**src/rtl/prefetch_queue_pkg.sv**
```systemverilog
// -----------------------------------------------------------------------------
// prefetch_queue_pkg
//
// Shared core definitions for the fetch stage of the ARM7TDMI-compatible core.
//   - proc_mode_e   : processor mode encodings (CPSR[4:0]), USER .. SYSTEM
//   - isa_e         : instruction set state (ARM / Thumb), mirrors CPSR.T
//   - RESET_VECTOR_DEFAULT : default first fetch address after reset
//   - ARM/Thumb instruction width and byte-size constants
// -----------------------------------------------------------------------------
package prefetch_queue_pkg;

  typedef enum logic [4:0] {
    MODE_USER       = 5'b10000,
    MODE_FIQ        = 5'b10001,
    MODE_IRQ        = 5'b10010,
    MODE_SUPERVISOR = 5'b10011,
    MODE_ABORT      = 5'b10111,
    MODE_UNDEFINED  = 5'b11011,
    MODE_SYSTEM     = 5'b11111
  } proc_mode_e;

  typedef enum logic {
    ISA_ARM   = 1'b0,
    ISA_THUMB = 1'b1
  } isa_e;

  localparam logic [31:0] RESET_VECTOR_DEFAULT = 32'h0000_0000;

  localparam int ARM_INSTR_WIDTH   = 32;
  localparam int THUMB_INSTR_WIDTH = 16;
  localparam int ARM_INSTR_BYTES   = ARM_INSTR_WIDTH / 8;
  localparam int THUMB_INSTR_BYTES = THUMB_INSTR_WIDTH / 8;

endpackage

```
**src/rtl/prefetch_fifo.sv**
```systemverilog
// -----------------------------------------------------------------------------
// prefetch_fifo
//
// Synchronous FIFO holding {address, word} pairs for the prefetch queue.
// Clear has priority over push and pop. Push while full and pop while empty
// are ignored. The head entry is presented combinationally on rdata.
//
// Ports:
//   mclk   in            : clock, rising edge
//   reset  in            : asynchronous active-high reset (pointers, count)
//   clear  in            : drop all entries this cycle
//   push   in            : write wdata at the tail
//   wdata  in  [WIDTH]   : entry to write
//   pop    in            : retire the head entry
//   rdata  out [WIDTH]   : head entry (undefined while empty)
//   count  out [CW]      : number of stored entries, 0..DEPTH
//   full   out           : count == DEPTH
//   empty  out           : count == 0
// -----------------------------------------------------------------------------
module prefetch_fifo #(
  parameter int WIDTH = 64,
  parameter int DEPTH = 4,
  localparam int PW   = $clog2(DEPTH),
  localparam int CW   = $clog2(DEPTH + 1)
) (
  input  logic             mclk,
  input  logic             reset,
  input  logic             clear,
  input  logic             push,
  input  logic [WIDTH-1:0] wdata,
  input  logic             pop,
  output logic [WIDTH-1:0] rdata,
  output logic [CW-1:0]    count,
  output logic             full,
  output logic             empty
);

  logic [WIDTH-1:0] mem [DEPTH];
  logic [PW-1:0]    wr_ptr;
  logic [PW-1:0]    rd_ptr;
  logic             do_push;
  logic             do_pop;

  assign full    = (count == CW'(DEPTH));
  assign empty   = (count == '0);
  assign do_push = push && !full && !clear;
  assign do_pop  = pop && !empty && !clear;
  assign rdata   = mem[rd_ptr];

  // NOTE: the storage array has no reset; validity is tracked by count and
  // the pointers, so resetting the data would only cost flops and routing.
  always_ff @(posedge mclk) begin
    if (do_push) begin
      mem[wr_ptr] <= wdata;
    end
  end

  // DEPTH is a power of two, so the pointers wrap by natural overflow.
  // NOTE: sequential state is updated only with non-blocking assignments so
  // every register samples the pre-edge values of the others.
  always_ff @(posedge mclk or posedge reset) begin
    if (reset) begin
      wr_ptr <= '0;
      rd_ptr <= '0;
      count  <= '0;
    end else if (clear) begin
      wr_ptr <= '0;
      rd_ptr <= '0;
      count  <= '0;
    end else begin
      if (do_push) begin
        wr_ptr <= wr_ptr + PW'(1);
      end
      if (do_pop) begin
        rd_ptr <= rd_ptr + PW'(1);
      end
      case ({do_push, do_pop})
        2'b10:   count <= count + CW'(1);
        2'b01:   count <= count - CW'(1);
        default: count <= count;
      endcase
    end
  end

endmodule

```
**src/rtl/prefetch_queue.sv**
```systemverilog
// -----------------------------------------------------------------------------
// prefetch_queue
//
// Instruction prefetch buffer for the fetch stage. Issues sequential word
// fetches, holds them through nWAIT stalls, queues {addr, word} pairs and
// hands ARM words or Thumb halfwords to decode over a valid/ready handshake.
// A flush discards the queue and restarts fetching at a branch target.
//
// Ports:
//   mclk          in                : clock, rising edge
//   reset         in                : asynchronous active-high reset
//   tbit          in                : Thumb state, captured only on flush
//   flush         in                : discard queue, redirect to flush_target
//   flush_target  in  [ADDR_WIDTH]  : new PC
//   mem_req       out               : fetch request this cycle
//   mem_addr      out [ADDR_WIDTH]  : word-aligned fetch address
//   mem_seq       out               : request follows the previous fetch
//   nWAIT         in                : 0 = memory stalls the current access
//   mem_rdata     in  [DATA_WIDTH]  : fetch data, valid when mem_req & nWAIT
//   dec_valid     out               : an instruction is presented to decode
//   dec_ready     in                : decode accepts the instruction
//   dec_instr     out [DATA_WIDTH]  : ARM word or zero-extended Thumb halfword
//   dec_pc        out [ADDR_WIDTH]  : address of dec_instr
//   occupancy     out [clog2(D+1)]  : number of queued words
// -----------------------------------------------------------------------------
module prefetch_queue
  import prefetch_queue_pkg::*;
#(
  parameter int                    DATA_WIDTH   = 32,
  parameter int                    ADDR_WIDTH   = 32,
  parameter int                    DEPTH        = 4,
  parameter logic [ADDR_WIDTH-1:0] RESET_VECTOR = ADDR_WIDTH'(RESET_VECTOR_DEFAULT),
  localparam int                   CW           = $clog2(DEPTH + 1)
) (
  input  logic                  mclk,
  input  logic                  reset,
  input  logic                  tbit,
  input  logic                  flush,
  input  logic [ADDR_WIDTH-1:0] flush_target,
  output logic                  mem_req,
  output logic [ADDR_WIDTH-1:0] mem_addr,
  output logic                  mem_seq,
  input  logic                  nWAIT,
  input  logic [DATA_WIDTH-1:0] mem_rdata,
  output logic                  dec_valid,
  input  logic                  dec_ready,
  output logic [DATA_WIDTH-1:0] dec_instr,
  output logic [ADDR_WIDTH-1:0] dec_pc,
  output logic [CW-1:0]         occupancy
);

  localparam int EW = ADDR_WIDTH + DATA_WIDTH;
  localparam int TW = THUMB_INSTR_WIDTH;

  logic [ADDR_WIDTH-1:0] fetch_addr;
  logic                  seq_r;
  logic                  hsel;
  isa_e                  thumb_r;

  logic                  fifo_full;
  logic                  fifo_empty;
  logic [EW-1:0]         fifo_head;
  logic [ADDR_WIDTH-1:0] head_addr;
  logic [DATA_WIDTH-1:0] head_word;
  logic [TW-1:0]         head_half;

  logic                  fetch_done;
  logic                  consume;
  logic                  pop;

  // Bit 0 of a branch target never selects anything: ARM targets are word
  // aligned and Thumb targets halfword aligned.
  logic                  unused_target_lsb;
  assign unused_target_lsb = flush_target[0];

  // ---------------------------------------------------------------------------
  // Memory side
  // ---------------------------------------------------------------------------
  // Requests stop while the queue is full even if decode pops this cycle; the
  // one-cycle bubble keeps mem_req free of any path from dec_ready. The reset
  // term forces mem_req low while reset is held, before any edge occurs.
  assign mem_req    = !reset && !flush && !fifo_full;
  assign mem_addr   = fetch_addr;
  assign mem_seq    = seq_r;
  assign fetch_done = mem_req && nWAIT;

  // ---------------------------------------------------------------------------
  // Decode side
  // ---------------------------------------------------------------------------
  assign dec_valid = !fifo_empty;
  assign consume   = dec_valid && dec_ready && !flush;
  // In Thumb state a word is retired only after its upper halfword is taken.
  assign pop       = consume && ((thumb_r == ISA_ARM) || hsel);

  assign head_addr = fifo_head[EW-1 -: ADDR_WIDTH];
  assign head_word = fifo_head[DATA_WIDTH-1:0];
  assign head_half = hsel ? head_word[2*TW-1 -: TW] : head_word[TW-1:0];

  // NOTE: every output of a combinational block gets a default first so no
  // path through the block leaves it unassigned (which would infer a latch).
  always_comb begin
    dec_instr = head_word;
    dec_pc    = head_addr;
    if (thumb_r == ISA_THUMB) begin
      dec_instr = DATA_WIDTH'(head_half);
      dec_pc    = head_addr + ADDR_WIDTH'({hsel, 1'b0});
    end
  end

  // ---------------------------------------------------------------------------
  // Fetch address, sequencing, ISA state and halfword select
  // ---------------------------------------------------------------------------
  always_ff @(posedge mclk or posedge reset) begin
    if (reset) begin
      fetch_addr <= {RESET_VECTOR[ADDR_WIDTH-1:2], 2'b00};
      seq_r      <= 1'b0;
      hsel       <= 1'b0;
      thumb_r    <= ISA_ARM;
    end else if (flush) begin
      fetch_addr <= {flush_target[ADDR_WIDTH-1:2], 2'b00};
      seq_r      <= 1'b0;
      thumb_r    <= isa_e'(tbit);
      hsel       <= tbit && flush_target[1];
    end else begin
      if (fetch_done) begin
        // Wraps modulo 2^ADDR_WIDTH; the fetch stream stays sequential.
        fetch_addr <= fetch_addr + ADDR_WIDTH'(ARM_INSTR_BYTES);
        seq_r      <= 1'b1;
      end
      if (consume && (thumb_r == ISA_THUMB)) begin
        hsel <= !hsel;
      end
    end
  end

  // ---------------------------------------------------------------------------
  // Word queue; a flush clears it and drops any data returned that cycle.
  // ---------------------------------------------------------------------------
  prefetch_fifo #(
    .WIDTH (EW),
    .DEPTH (DEPTH)
  ) u_fifo (
    .mclk  (mclk),
    .reset (reset),
    .clear (flush),
    .push  (fetch_done),
    .wdata ({fetch_addr, mem_rdata}),
    .pop   (pop),
    .rdata (fifo_head),
    .count (occupancy),
    .full  (fifo_full),
    .empty (fifo_empty)
  );

endmodule
```
**config.mk**
```make
export PLATFORM = sky130hd
export DESIGN_NAME = prefetch_queue
export DESIGN_NICKNAME = d
export VERILOG_FILES = /design/src/rtl/prefetch_queue_pkg.sv /design/src/rtl/prefetch_fifo.sv /design/src/rtl/prefetch_queue.sv
export SDC_FILE = /design/constraint.sdc
export NUM_CORES = 1
export LEC_CHECK = 0
export CAP_MARGIN = 20
export CORE_MARGIN = 1.5
export CORE_UTILIZATION = 49
export DETAILED_ROUTE_END_ITERATION = 8
export PLACE_DENSITY = 0.76
export SYNTH_ARGS = -nofsm -noshare
export SYNTH_HDL_FRONTEND = slang
export SYNTH_SLANG_ARGS = --single-unit
```
**constraint.sdc**
```tcl
create_clock -name mclk -period 3.7 [get_ports mclk]
set_input_delay 1.11 -clock mclk [delete_from_list [all_inputs] [get_ports mclk]]
set_output_delay 1.11 -clock mclk [all_outputs]
set_load 0.01 [all_outputs]
```
==> out/qor.json, run 1 <==
{
  "outcome": {"value": "finished clean"},
  "place.gp.congestion": {"value": 0.811},
  "antenna_found_initial": {"value": 0},
  "placedCellCount": {"value": 1175},
  "grt_start_max_net_pins": {"value": 43},
  "final-setup-viol-count": {"value": 0},
  "core": {"value": 0.0243, "unit": "mm²"},
  "final_nets": {"value": 966},
  "net-switching-power": {"value": 1730, "unit": "µW"},
  "yosysWarnings": {"value": 0},
  "layout-area-overhead-vs-synth": {"value": 27.1, "unit": "%"},
  "clkSlewWorstSetupHoldPaths": {"value": 0.06, "unit": "ns"},
  "synthArstFlopShare": {"value": 0.139},
  "edff_count_synth": {"value": 248},
  "syn_avg_cell_area": {"value": 17.5, "unit": "µm²"},
  "synth_seq_cells": {"value": 288},
  "drc": {"value": 0},
  "pwr-share-comb": {"value": 0.139},
  "grt_pass1_wl": {"value": 41600, "unit": "µm"},
  "timing.critical_path.to_type": {"value": "primary output"},
  "combined_flip_flop_and_latch_cell_area": {"value": 0.00845, "unit": "mm²"},
  "finalClockSkew": {"value": 0.00657, "unit": "ns"},
  "numCtsBuffers": {"value": 28},
  "min_clock_period_post_route": {"value": 3.64, "unit": "ns"},
  "fillCellCount": {"value": 1670},
  "max-slew-margin-rel": {"value": 0.447},
  "p_sw_frac": {"value": 0.227},
  "routed-via-count": {"value": 7064},
  "start_util": {"value": 0.499},
  "final_hold_viol_count": {"value": 0},
  "cellInternalPower": {"value": 5870, "unit": "µW"},
  "crit_arrival": {"value": 2.53, "unit": "ns"},
  "netlist-cell-type-count": {"value": 55},
  "max_fclk": {"value": 275, "unit": "MHz"},
  "routed_wire_length_per_instance": {"value": 22.1, "unit": "µm"},
  "synthCells": {"value": 695},
  "die-area": {"value": 0.0257, "unit": "mm²"},
  "cts_tree": {"value": "built"},
  "power": {"value": 7600, "unit": "µW"},
  "clock_power_share": {"value": 0.365},
  "ys.flop_type": {"value": "sky130_fd_sc_hd__edfxtp_1"},
  "insertedDiodeCount": {"value": 0},
  "insertion_delay": {"value": 0.53, "unit": "ns"},
  "critical_path.startpoint_type": {"value": "flop"},
  "chip_width": {"value": 160, "unit": "µm"},
  "min_period_over_period": {"value": 0.984},
  "mappedNetlistArea": {"value": 0.0121, "unit": "mm²"},
  "number_of_global_route_vias_before_repair": {"value": 7149},
  "grt_use_total": {"value": 0.213},
  "floorplan.die.height": {"value": 160, "unit": "µm"},
  "wirelength": {"value": 27300, "unit": "µm"},
  "grt_overflow": {"value": 0},
  "ys_seq_area_frac": {"value": 0.696},
  "clock_tree.buffer_depth": {"value": 3},
  "timing.hold.ws": {"value": 0.524, "unit": "ns"},
  "route.detailed.vias_per_inst": {"value": 5.72},
  "critical_path_required": {"value": 2.59, "unit": "ns"},
  "power.ir.vdd_worst": {"value": 0.316, "unit": "mV"},
  "maxCapViolCount": {"value": 0},
  "grt.met3_usage": {"value": 0.0325},
  "worstSetupPathType": {"value": "flop to primary output"},
  "globalRouteMet1Util": {"value": 0.286},
  "instances_no_fill": {"value": 1235},
  "pwr-share-seq": {"value": 0.497},
  "p_leak": {"value": 0.00523, "unit": "µW"},
  "hold_path.class": {"value": "flop to flop"},
  "tightestPinTransition": {"value": 0.823, "unit": "ns"},
  "busiest_layer": {"value": "met2"},
  "cts_hold_buf": {"value": 0},
  "power.density": {"value": 492, "unit": "mW/mm²"},
  "worstPathMaxFanout": {"value": 5},
  "placementRows": {"value": 57},
  "multiInputGateArea": {"value": 0.00345, "unit": "mm²"},
  "totalNegativeSetupSlack": {"value": 0, "unit": "ns"},
  "dr.pass1.iters": {"value": 5},
  "htree_levels": {"value": 1},
  "ant_nets": {"value": 0},
  "clock_sinks": {"value": 288},
  "detailed_place_hpwl": {"value": 16900, "unit": "µm"},
  "hold_crit_depth": {"value": 2},
  "rsz0062_at_grt": {"value": "true"},
  "maxSlewViolCount": {"value": 0},
  "layout-drive-gt1-share": {"value": 0.187},
  "buffer_ports.inserted": {"value": 167},
  "cts-root-buf": {"value": "sky130_fd_sc_hd__clkbuf_16"},
  "rr_worst_depth": {"value": 6},
  "grt_use_met2": {"value": 0.358},
  "io-pin-count": {"value": 172},
  "drt_iter0_markers": {"value": 448}
}
layout make-up:
cell class	count	share of cell area
inverters	10	0.00243
repair buffers	199	0.141
multi-input cells	362	0.224
well taps	324	0.0263
clock inverters	9	0.00462
flip-flops and latches	288	0.548
clock buffers	43	0.0550
state kept, by name (all words and copies together), names as in the netlist:
name / flops
hsel: 1
mem_addr: 30
mem_seq: 1
thumb_r: 1
u_fifo.count: 3
u_fifo.mem: 248
u_fifo.rd_ptr: 2
u_fifo.wr_ptr: 2
cell usage in the layout, fill, tap and decap left out, types with 7 or more instances in the layout:
cell,Yosys,final
sky130_fd_sc_hd__mux4_2,51,55
sky130_fd_sc_hd__xor2_1,12,11
sky130_fd_sc_hd__edfxtp_1,248,248
sky130_fd_sc_hd__a31oi_1,8,8
sky130_fd_sc_hd__xnor2_1,8,8
sky130_fd_sc_hd__o311ai_0,9,9
sky130_fd_sc_hd__dlygate4sd2_1,0,10
sky130_fd_sc_hd__buf_4,4,15
sky130_fd_sc_hd__o21ai_0,27,27
sky130_fd_sc_hd__clkbuf_8,0,7
sky130_fd_sc_hd__clkdlybuf4s50_1,0,146
sky130_fd_sc_hd__inv_1,10,10
sky130_fd_sc_hd__nor3_1,12,12
sky130_fd_sc_hd__mux2_2,18,18
sky130_fd_sc_hd__and2_1,13,9
sky130_fd_sc_hd__nand4_1,7,7
sky130_fd_sc_hd__buf_12,3,12
sky130_fd_sc_hd__nand2_1,45,45
sky130_fd_sc_hd__o211ai_1,7,7
sky130_fd_sc_hd__nand3_1,21,21
sky130_fd_sc_hd__nor2_1,23,22
sky130_fd_sc_hd__nor2b_1,16,16
sky130_fd_sc_hd__clkbuf_16,0,30
sky130_fd_sc_hd__clkbuf_1,19,7
sky130_fd_sc_hd__dfrtp_1,40,38
sky130_fd_sc_hd__dlymetal6s2s_1,0,9
path summary, 6_finish.rpt:
check | from | endpoint | slack [ns]
min in group asynchronous | reset | mem_addr[29]$_DFFE_PP0N_ | 1.13
min | mem_seq$_DFFE_PP0N_ | mem_seq$_DFFE_PP0N_ | 0.52
min reg2reg | mem_seq$_DFFE_PP0N_ | mem_seq$_DFFE_PP0N_ | 0.52
max in group asynchronous | reset | u_fifo.rd_ptr[0]$_DFFE_PP0P_ | 2.12
max | u_fifo.rd_ptr[0]$_DFFE_PP0P_ | dec_pc[2] | 0.06
max reg2reg | mem_addr[3]$_DFFE_PP0N_ | mem_addr[28]$_DFFE_PP0N_ | 0.97
synthesized netlist by cell type, drive strengths merged, types with 13 or more instances:
cell type / count / share of area
o21ai: 27 / 0.011
and2: 15 / 0.0078
edfxtp: 248 / 0.61
nor2b: 16 / 0.0082
nor3: 13 / 0.0058
nand3: 22 / 0.0095
buf: 19 / 0.013
mux2: 18 / 0.017
nor2: 23 / 0.0071
nand2: 45 / 0.014
mux4: 61 / 0.12
clkbuf: 19 / 0.0059
dfrtp: 40 / 0.082
cell families (layout without fill, tap and decap cells):
group,count (synthesis),after routing,share of synthesized area
other,1,4,0.000309
DFF,288,288,0.696
and+or+nand+nor,167,167,0.0765
AOI/OAI and AO/OA,80,80,0.0460
muxes,84,84,0.137
adders and majority gates,7,7,0.00783
buffers and inverters,48,261,0.0223
xor gates and xnor gates,20,20,0.0144
power by group through the flow:
stage	registers, µW	clock network, µW	logic [µW]
after floorplan	3810	0	513
after global placement	3830	0	990
after detailed placement	3840	0	1000
after CTS	3770	2830	1050
after global routing	3790	2960	1120
final	3770	2770	1050
layer usage:
layer | up-vias | share of wire
met5 | - | 0
met4 | 0 | 0.028
met3 | 50 | 0.060
met1 | 3562 | 0.41
li1 | 3189 | -
met2 | 263 | 0.50
through the flow:
stage | util | setup slack [ns] | area (µm²)
after CTS | 0.631 | -0.0626 | 15400
after detailed placement | 0.590 | 0.279 | 14300
after global routing | 0.635 | -0.0137 | 15400
final | 0.635 | 0.0592 | 15400
after floorplan | - | 0.0597 | 12200
after global placement | 0.590 | 0.266 | 14300
worst max-delay path, stage by stage, from the launching register on:
cell and delay (ns):
sky130_fd_sc_hd__dfrtp_4 0.48, sky130_fd_sc_hd__buf_4 0.16, sky130_fd_sc_hd__mux4_2 0.51, sky130_fd_sc_hd__ha_1 0.30
sky130_fd_sc_hd__mux2_2 0.27, sky130_fd_sc_hd__clkdlybuf4s15_1 0.28
timing repair:
item                                    4_1_cts  5_1_grt
cloned                                        3        1
endpoints found under the setup margin       30       16
setup buffers                                 2        2
pin swaps                                     0        0
gates resized for setup                      17       12
hold endpoints to repair                      0        0
Note: power is estimated with default switching activity, not from simulation.
==> inputs of run 2 (changes only) <==
--- a/config.mk
+++ b/config.mk
@@ -8,8 +8,11 @@
 export CAP_MARGIN = 20
 export CORE_MARGIN = 1.5
 export CORE_UTILIZATION = 49
+export CTS_CLUSTER_DIAMETER = 150
 export DETAILED_ROUTE_END_ITERATION = 8
 export PLACE_DENSITY = 0.76
+export REMOVE_ABC_BUFFERS = 1
+export SLEW_MARGIN = 10
 export SYNTH_ARGS = -nofsm -noshare
 export SYNTH_HDL_FRONTEND = slang
 export SYNTH_SLANG_ARGS = --single-unit
==> run 2 against run 1 <==
Against the previous run:
- sequential share of layout area shrank 0.30 points
- critical endpoint is now dec_pc[16]
- non-clock buffer count grew 4
- worst setup slack lost 0.013 ns
- clock power grew 6%
- register-to-register slack gained 0.31 ns
==> out/qor.json, run 2 (synthesized netlist as in run 1, its figures left out) <==
{
  "outcome": {"value": "finished clean"},
  "detailed_place_hpwl": {"value": 16300, "unit": "µm", "change": "-3.4%"},
  "io-pin-count": {"value": 172, "change": "unchanged"},
  "hold_path.class": {"value": "flop to flop"},
  "reg2reg_slack": {"value": 1.28, "unit": "ns", "change": "+0.31 ns"},
  "cts_tree": {"value": "built"},
  "fillCellCount": {"value": 1692, "change": "+1.3%"},
  "buffer_ports.inserted": {"value": 167, "change": "unchanged"},
  "cts_hold_buf": {"value": 0, "change": "unchanged"},
  "min_clock_period_post_route": {"value": 3.65, "unit": "ns", "change": "+0.0135 ns"},
  "route.detailed.vias_per_inst": {"value": 5.75, "change": "+0.48%"},
  "max_fclk": {"value": 274, "unit": "MHz", "change": "-0.37%"},
  "p_leak": {"value": 0.00524, "unit": "µW", "change": "+0.17%"},
  "grt_pass1_wl": {"value": 40000, "unit": "µm", "change": "-3.8%"},
  "final_hold_viol_count": {"value": 0, "change": "unchanged"},
  "core": {"value": 0.0243, "unit": "mm²", "change": "unchanged"},
  "start_util": {"value": 0.499, "change": "unchanged"},
  "min_period_over_period": {"value": 0.988, "change": "+0.00364"},
  "die-area": {"value": 0.0257, "unit": "mm²", "change": "unchanged"},
  "grt_use_total": {"value": 0.201, "change": "-0.0113"},
  "final_cell_mix": {"value": "248 x sky130_fd_sc_hd__edfxtp_1, 152 x sky130_fd_sc_hd__clkdlybuf4s50_1, 54 x sky130_fd_sc_hd__mux4_2, 45 x sky130_fd_sc_hd__nand2_1, 38 x sky130_fd_sc_hd__dfrtp_1"},
  "numCtsBuffers": {"value": 29, "change": "+3.6%"},
  "wirelength": {"value": 26200, "unit": "µm", "change": "-4.2%"},
  "placementRows": {"value": 57, "change": "unchanged"},
  "power.density": {"value": 499, "unit": "mW/mm²", "change": "+1.5%"},
  "top_register": {"value": "u_fifo.mem"},
  "floorplan.die.height": {"value": 160, "unit": "µm", "change": "unchanged"},
  "antenna_found_initial": {"value": 1, "change": "+1"},
  "tightestPinTransition": {"value": 0.828, "unit": "ns", "change": "+0.00486 ns"},
  "max-slew-margin-rel": {"value": 0.445, "change": "-0.00243"},
  "layout-area-overhead-vs-synth": {"value": 27.8, "unit": "%"},
  "maxCapViolCount": {"value": 0, "change": "unchanged"},
  "worstSetupPathType": {"value": "flop to primary output"},
  "number_of_global_route_vias_before_repair": {"value": 7246, "change": "+1.4%"},
  "r2r_start": {"value": "mem_addr[2]$_DFFE_PP0N_"},
  "layout-drive-gt1-share": {"value": 0.187, "change": "+0.000277"},
  "rr_worst_depth": {"value": 7, "change": "+1"},
  "place.gp.congestion": {"value": 0.752, "change": "-7.3%"},
  "clock_sinks": {"value": 288, "change": "unchanged"},
  "combined_flip_flop_and_latch_cell_area": {"value": 0.00845, "unit": "mm²", "change": "unchanged"},
  "critical_path.reg2reg.endpoint": {"value": "mem_addr[28]$_DFFE_PP0N_"},
  "power.ir.vdd_worst": {"value": 0.273, "unit": "mV", "change": "-14%"},
  "routed-via-count": {"value": 7121, "change": "+0.81%"},
  "critical_path_required": {"value": 2.59, "unit": "ns", "change": "about the same"},
  "totalNegativeSetupSlack": {"value": 0, "unit": "ns", "change": "unchanged"},
  "final-setup-viol-count": {"value": 0, "change": "unchanged"},
  "max_ffs_per_register": {"value": 248, "change": "unchanged"},
  "timing.critical_path.from": {"value": "u_fifo.rd_ptr[0]$_DFFE_PP0P_"},
  "layout_commonest_cell": {"value": "sky130_fd_sc_hd__edfxtp_1"},
  "drt_iter0_markers": {"value": 530, "change": "+18%"},
  "multiInputGateArea": {"value": 0.00346, "unit": "mm²", "change": "+0.25%"},
  "dr.pass1.iters": {"value": 5, "change": "unchanged"},
  "htree_levels": {"value": 1, "change": "unchanged"},
  "routed_wire_length_per_instance": {"value": 21.1, "unit": "µm", "change": "-4.5%"},
  "ant_nets": {"value": 0, "change": "unchanged"},
  "grt_overflow": {"value": 0, "change": "unchanged"},
  "clock_tree.buffer_depth": {"value": 3, "change": "unchanged"},
  "crit_end": {"value": "dec_pc[16]"},
  "worstPathMaxFanout": {"value": 10, "change": "+5"},
  "finish.utilization": {"value": 0.638, "change": "+0.00345"},
  "hold_crit_depth": {"value": 2, "change": "unchanged"},
  "maxSlewViolCount": {"value": 0, "change": "unchanged"},
  "rsz0062_at_grt": {"value": "true"},
  "finalClockSkew": {"value": 0.00744, "unit": "ns", "change": "+0.000867 ns"},
  "timing.critical_path.to_type": {"value": "primary output"},
  "chip_width": {"value": 160, "unit": "µm", "change": "unchanged"},
  "cts-root-buf": {"value": "sky130_fd_sc_hd__clkbuf_16"},
  "finalInstanceArea": {"value": 0.0155, "unit": "mm²", "change": "+0.54%"},
  "grt_start_max_net_pins": {"value": 46, "change": "+7.0%"},
  "critical_path.startpoint_type": {"value": "flop"},
  "insertedDiodeCount": {"value": 0, "change": "unchanged"},
  "detailed_place.area": {"value": 0.0144, "unit": "mm²", "change": "+0.19%"},
  "insertion_delay": {"value": 0.53, "unit": "ns", "change": "about the same"},
  "crit_arrival": {"value": 2.54, "unit": "ns", "change": "about the same"},
  "final_nets": {"value": 971, "change": "+0.52%"},
  "clkSlewWorstSetupHoldPaths": {"value": 0.06, "unit": "ns", "change": "about the same"},
  "drc": {"value": 0, "change": "unchanged"}
}
## run 2: worst min-delay path by stage
stage                                              end                         start
final                              mem_seq$_DFFE_PP0N_           mem_seq$_DFFE_PP0N_
after global placement             mem_seq$_DFFE_PP0N_           mem_seq$_DFFE_PP0N_
after CTS                          mem_seq$_DFFE_PP0N_           mem_seq$_DFFE_PP0N_
after floorplan           u_fifo.wr_ptr[0]$_DFFE_PP0P_  u_fifo.wr_ptr[0]$_DFFE_PP0P_
after global routing               mem_seq$_DFFE_PP0N_           mem_seq$_DFFE_PP0N_
after detailed placement           mem_seq$_DFFE_PP0N_           mem_seq$_DFFE_PP0N_
## run 2: power breakdown
part,internal (µW),total (µW),switching [µW]
Combinational,589,1050,461
Clock,1780,2930,1160
Sequential,3650,3770,117
Total,6010,7750,1740
## run 2: through the flow
| stage | setup WS (ns) | hold slack [ns] | total power, µW | cells |
|---|---|---|---|---|
| after floorplan | -1.18 | 0.515 | 4300 | 660 |
| after global placement | 0.244 | 0.515 | 4810 | 1178 |
| after detailed placement | 0.245 | 0.525 | 4830 | 1178 |
| after CTS | 0.00610 | 0.536 | 7730 | 1232 |
| after global routing | -0.00494 | 0.576 | 8020 | 1239 |
| final | 0.0457 | 0.533 | 7750 | 1239 |
## run 2: final cells by class
class	count	area share
timing repair buffer	203	0.142
sequential	288	0.545
inverter	10	0.00242
clock buffer	33	0.0477
multi-input combinational	362	0.223
clock inverter	19	0.0139
tap	324	0.0261
## run 2: timing repair
action                                  CTS  global route
gates resized for setup                  12            14
pin swaps                                 0             0
endpoints found under the setup margin   42            16
cloned                                    0             4
setup buffers                             2             3
## run 2: per-layer routing
| layer | vias up | wire length, µm | track usage |
|---|---|---|---|
| met5 | - | 13 | 0 |
| met4 | 2 | 494 | 0.0467 |
| met3 | 40 | 1710 | 0.0377 |
| met2 | 285 | 13300 | 0.352 |
| met1 | 3609 | 10700 | 0.263 |
| li1 | 3185 | - | - |
## run 2: worst max-delay path, cell delays in order (launching register included)
cell	delay, ns
sky130_fd_sc_hd__dfrtp_4	0.43
sky130_fd_sc_hd__buf_12	0.14
sky130_fd_sc_hd__buf_12	0.11
sky130_fd_sc_hd__clkbuf_16	0.16
sky130_fd_sc_hd__mux4_1	0.62
sky130_fd_sc_hd__clkdlybuf4s50_1	0.55
